[src/rtl/serial_pattern_tx.sv]
`default_nettype none
// ============================================================================
// Module      : serial_pattern_tx
// Description : Parallel-to-serial stimulus transmitter for the "every second
//               one" detector. Takes a WIDTH-bit word over valid/ready, shifts
//               it out MSB-first one bit per clock, then idles for GAP cycles.
//               Define SERIAL_PATTERN_TX_PREDICT_EN to build the cycle-accurate
//               predictor of the detector's dout on exp_dout; otherwise
//               exp_dout is tied low.
// Revision    : 1.0 - initial release
// ============================================================================
module serial_pattern_tx #(
    parameter int WIDTH = 8,
    parameter int GAP   = 1
) (
    input  logic             clk,
    input  logic             rst,
    input  logic [WIDTH-1:0] data_in,
    input  logic             valid,
    output logic             ready,
    output logic             ser_out,
    output logic             ser_en,
    output logic             done,
    output logic             exp_dout
);

    // Counter widths; the gap counter keeps one bit even when GAP==0 so the
    // declaration stays legal (it is simply never loaded in that build).
    localparam int c_BW = $clog2(WIDTH);
    localparam int c_GW = (GAP > 0) ? $clog2(GAP + 1) : 1;

    localparam logic [c_BW-1:0] c_BIT_LOAD = c_BW'(WIDTH - 1);
    localparam logic [c_BW-1:0] c_BIT_LAST = '0;
    localparam logic [c_BW-1:0] c_BIT_ONE  = c_BW'(1);
    localparam logic [c_GW-1:0] c_GAP_LOAD = c_GW'((GAP > 0) ? GAP - 1 : 0);
    localparam logic [c_GW-1:0] c_GAP_LAST = '0;

    localparam logic [1:0] c_ST_IDLE  = 2'd0;
    localparam logic [1:0] c_ST_SHIFT = 2'd1;
    localparam logic [1:0] c_ST_GAP   = 2'd2;

    logic [1:0]       r_state,   w_state_nxt;
    logic [WIDTH-1:0] r_shreg,   w_shreg_nxt;
    logic [c_BW-1:0]  r_bitcnt,  w_bitcnt_nxt;
    logic [c_GW-1:0]  r_gapcnt,  w_gapcnt_nxt;
    logic             r_ser_out, w_ser_out_nxt;
    logic             r_ser_en,  w_ser_en_nxt;
    logic             r_done,    w_done_nxt;

    // State and datapath registers; reset abandons any word in flight.
    always_ff @(posedge clk) begin
        if (rst) begin
            r_state   <= c_ST_IDLE;
            r_shreg   <= '0;
            r_bitcnt  <= '0;
            r_gapcnt  <= '0;
            r_ser_out <= 1'b0;
            r_ser_en  <= 1'b0;
            r_done    <= 1'b0;
        end else begin
            r_state   <= w_state_nxt;
            r_shreg   <= w_shreg_nxt;
            r_bitcnt  <= w_bitcnt_nxt;
            r_gapcnt  <= w_gapcnt_nxt;
            r_ser_out <= w_ser_out_nxt;
            r_ser_en  <= w_ser_en_nxt;
            r_done    <= w_done_nxt;
        end
    end

    // Next-state and next-output decode; outputs are precomputed one cycle
    // ahead so every port comes straight from a flop.
    always_comb begin
        w_state_nxt   = r_state;
        w_shreg_nxt   = r_shreg;
        w_bitcnt_nxt  = r_bitcnt;
        w_gapcnt_nxt  = r_gapcnt;
        w_ser_out_nxt = 1'b0;
        w_ser_en_nxt  = 1'b0;
        w_done_nxt    = 1'b0;

        case (r_state)
            c_ST_IDLE: begin
                if (valid) begin
                    w_state_nxt   = c_ST_SHIFT;
                    w_shreg_nxt   = data_in;
                    w_bitcnt_nxt  = c_BIT_LOAD;
                    w_ser_out_nxt = data_in[WIDTH-1];
                    w_ser_en_nxt  = 1'b1;
                end
            end

            c_ST_SHIFT: begin
                // Rotate rather than shift so no shreg bit goes unread; the
                // wrapped-around MSB is never put on the line.
                w_shreg_nxt = {r_shreg[WIDTH-2:0], r_shreg[WIDTH-1]};
                if (r_bitcnt == c_BIT_LAST) begin
                    if (GAP > 0) begin
                        w_state_nxt  = c_ST_GAP;
                        w_gapcnt_nxt = c_GAP_LOAD;
                    end else begin
                        w_state_nxt  = c_ST_IDLE;
                    end
                end else begin
                    w_bitcnt_nxt  = r_bitcnt - c_BIT_ONE;
                    w_ser_out_nxt = r_shreg[WIDTH-2];
                    w_ser_en_nxt  = 1'b1;
                    w_done_nxt    = (r_bitcnt == c_BIT_ONE);
                end
            end

            c_ST_GAP: begin
                if (r_gapcnt == c_GAP_LAST) begin
                    w_state_nxt  = c_ST_IDLE;
                end else begin
                    w_gapcnt_nxt = r_gapcnt - c_GW'(1);
                end
            end

            default: begin
                w_state_nxt = c_ST_IDLE;
            end
        endcase
    end

    assign ready   = (r_state == c_ST_IDLE);
    assign ser_out = r_ser_out;
    assign ser_en  = r_ser_en;
    assign done    = r_done;

`ifdef SERIAL_PATTERN_TX_PREDICT_EN
    logic r_parity;

    // Parity of ones sent so far mirrors the detector's two-state FSM; it is
    // held through gaps because ser_out is 0 there.
    always_ff @(posedge clk) begin
        if (rst) begin
            r_parity <= 1'b0;
        end else begin
            r_parity <= r_parity ^ r_ser_out;
        end
    end

    assign exp_dout = r_parity & r_ser_out;
`else
    assign exp_dout = 1'b0;
`endif

endmodule
`default_nettype wire
[config.mk]
export PLATFORM = sky130hd
export DESIGN_NAME = serial_pattern_tx
export DESIGN_NICKNAME = d
export VERILOG_FILES = /design/src/rtl/serial_pattern_tx.sv
export SDC_FILE = /design/constraint.sdc
export NUM_CORES = 1
export LEC_CHECK = 0
export ABC_AREA = 1
export BUFFER_PORTS_ARGS = -buffer_cell sky130_fd_sc_hd__clkbuf_2
export CAP_MARGIN = 15
export CELL_PAD_IN_SITES_DETAIL_PLACEMENT = 0
export CELL_PAD_IN_SITES_GLOBAL_PLACEMENT = 2
export CORE_MARGIN = 2
export CORE_UTILIZATION = 30
export CTS_CLUSTER_DIAMETER = 60
export DETAILED_ROUTE_END_ITERATION = 16
export PLACE_DENSITY = 0.79
export SLEW_MARGIN = 20
export SYNTH_ARGS = -nofsm -noshare
export SYNTH_HDL_FRONTEND = slang
export SYNTH_SLANG_ARGS = --single-unit
[constraint.sdc]
create_clock -name clk -period 2.1 [get_ports clk]
set_clock_uncertainty 0.05 [all_clocks]
set_input_delay 0.105 -clock clk [delete_from_list [all_inputs] [get_ports clk]]
set_output_delay 0.105 -clock clk [all_outputs]
set_load 0.005 [all_outputs]
==> impl_metrics.env <==
export IMPL_synth_top_area_frac=0.402
export IMPL_n_fill_cell=288
export IMPL_grt_max_degree=12
export IMPL_crit_path_max_incr_delay_ns=0.44
export IMPL_ys_seq_area_frac=0.402
export IMPL_fin_crit_ns=1.44
export IMPL_area_growth_pct=13.3
export IMPL_via_per_inst=4.46
export IMPL_drive_above_1_share=0.180
export IMPL_yosys_warnings=0
export IMPL_cts_inserted_buffers=3
export IMPL_port_buffers=14
export IMPL_die_area_sq_um=3090
export IMPL_async_flop_share=0
export IMPL_max_freq_mhz=694
export IMPL_worstSetupPathType="reg2reg"
export IMPL_r2r_cells=5
export IMPL_maxCapViolations=0
export IMPL_synth_area_sq_um=797
export IMPL_cts_sinks=16
export IMPL_cts_hold_buf=0
export IMPL_grtUsageTotal=0.125
export IMPL_leakage_uw=0.000461
export IMPL_slowest_stage="dfxtp_1"
export IMPL_finalSetupViolCount=0
export IMPL_antenna_found_initial=0
export IMPL_hold_class="in2reg"
export IMPL_grt_pass1_wl_um=2960
export IMPL_yosysMostFrequentCell="nand2_1"
export IMPL_synth_largest_area_cell="dfxtp_1"
export IMPL_synth_edf_count=0
export IMPL_crit_required_ns=2.24
export IMPL_routabilityCongestion=0.718
export IMPL_num_vias=727
export IMPL_synthTopCellsByCount="nand2_1, nor2_1, dfxtp_1"
export IMPL_first_pass_iters=4
export IMPL_row_count=18
export IMPL_cts_reportedPaths_clkPinSlew_ns=0.09
export IMPL_antenna_left=0
export IMPL_critical_path_top_delay_family="simple AND/OR/NAND/NOR gates"
export IMPL_start_kind="register"
export IMPL_htree_levels=1
export IMPL_r2r_end="r_bitcnt[0]"
export IMPL_hp_start="rst"
export IMPL_cts_root_buf="clkbuf_4"
export IMPL_hpwl_um=1280
export IMPL_cts_resized=0
export IMPL_arrival_ns=1.58
export IMPL_drc=0
export IMPL_rr_startpoint="r_state[0]"
export IMPL_status="complete, no violations"
export IMPL_synth_area_per_cell_sq_um=6.70
export IMPL_num_io_pins=16
export IMPL_yosys_cell_types_count=17
export IMPL_synth_fp_nets=133
export IMPL_finalSetupTns_ns=0
export IMPL_power_total_uw=685
export IMPL_start_util=0.319
export IMPL_hold_viol=0
export IMPL_grt_pass1_vias=667
export IMPL_clk_path_buf_depth=2
export IMPL_fin_crit_sh=0.686
export IMPL_insertion_delay_ns=0.29
export IMPL_fin_nets=149
export IMPL_synth_area_leaders="dfxtp_1, nand2_1, nor2_1"
export IMPL_end_kind="register"
export IMPL_worst_path_stages=5
export IMPL_wl_per_cell_um=10.5
export IMPL_worstPathCellList="inv_2 > nor2_2 > nand2_2 > o21ai_0 > nor2_1"
export IMPL_routed_wl_um=1710
export IMPL_synth_seq_cells=16
export IMPL_rrSetupSlack_ns=0.66
export IMPL_rsz0062_at_grt="false"
export IMPL_post_cts_setup_buffers=0
export IMPL_die_h_um=55.5
export IMPL_synthFlopType="dfxtp_1"
export IMPL_core_sq_um=2500
export IMPL_syn_inst=119
export IMPL_holdPathEnd="r_shreg[1]"
export IMPL_cp_num_buf_inv=1
export IMPL_cts_tree="built"
export IMPL_power_density_nw_per_um2=759
export IMPL_drt_iter0_markers=23
export IMPL_peakVddDrop_mv=0.248
export IMPL_die_w_um=55.5
export IMPL_min_path_cells=2
export IMPL_timing_final_max_slew_violations=0
export IMPL_grt_ovfl_total=0
export IMPL_crit_fanout=11
export IMPL_antenna_cells=0
export IMPL_worstSetupStartpoint="r_state[0]"
where the power goes:
group	switching (uW)	internal [uW]	total [uW]
Clock	98.4	66.6	165
Combinational	110	60.1	170
Sequential	16.8	333	350
Total	225	460	685
state kept, by name, summed over array words and instances, names as in the netlist:
| signal | flops |
|---|---|
| r_bitcnt | 3 |
| ser_out | 1 |
| r_state | 2 |
| done | 1 |
| r_shreg | 8 |
| ser_en | 1 |
worst reg2reg max path: stages, from the launching register on:
cell and delay, ns:
dfxtp_1 0.44, inv_2 0.05, nor2_2 0.38, nand2_2 0.18, o21ai_0 0.20, nor2_1 0.05
cell families after synthesis:
kind of cell,count (synthesis),share of synthesized area
and+or+nand+nor,72,0.391
adders and majority gates,3,0.0471
DFF,16,0.402
buffers and inverters,19,0.105
other,1,0.00471
AOI/OAI and AO/OA,8,0.0502
through the flow:
step | instances | hold slack [ns] | setup WS (ns) | util | cell area (sq um)
finish | 163 | 0.0170 | 0.659 | 0.361 | 903
global route | 163 | 0.00857 | 0.509 | 0.361 | 903
CTS | 163 | 0.0191 | 0.653 | 0.361 | 903
detailed placement | 160 | 0.329 | 0.677 | 0.352 | 881
global placement | 160 | 0.328 | 0.738 | 0.352 | 881
floorplan | 119 | 0.127 | 0.941 | - | 797
routing by layer:
metal / routed length [um] / vias up / GRT usage
li1: - / 390 / -
met3: 92 / 4 / 0.0281
met5: 0 / - / 0
met2: 679 / 18 / 0.175
met1: 903 / 315 / 0.175
met4: 39 / 0 / 0.0732
cell usage in the layout (no fill, tap or decap), types with 3 or more instances in the layout:
cell	synthesis	layout
clkbuf_4	0	3
nand2_1	29	29
ha_1	3	3
a21oi_1	4	4
nand2_2	3	3
clkbuf_2	0	14
inv_1	15	15
o21ai_0	4	4
nor2_1	23	23
nand3_1	14	14
dfxtp_1	16	16
worst max path at each step:
| stage | slack, ns | endpoint |
|---|---|---|
| final | 0.66 | r_bitcnt[0] |
| after global routing | 0.51 | r_bitcnt[0] |
| after CTS | 0.65 | r_bitcnt[1] |
| after detailed placement | 0.68 | r_bitcnt[1] |
| after global placement | 0.74 | r_bitcnt[1] |
| after floorplan | 0.94 | r_bitcnt[1] |
area by class of cell:
cell class / count / area [sq um] / area share
inverter: 16 / 60.1 / 0.0665
sequential: 16 / 320 / 0.355
timing repair buffer: 14 / 70.1 / 0.0776
tap: 30 / 37.5 / 0.0416
multi-input combinational: 84 / 393 / 0.435
clock buffer: 3 / 22.5 / 0.0249
Power figures use the tool's default switching activity.
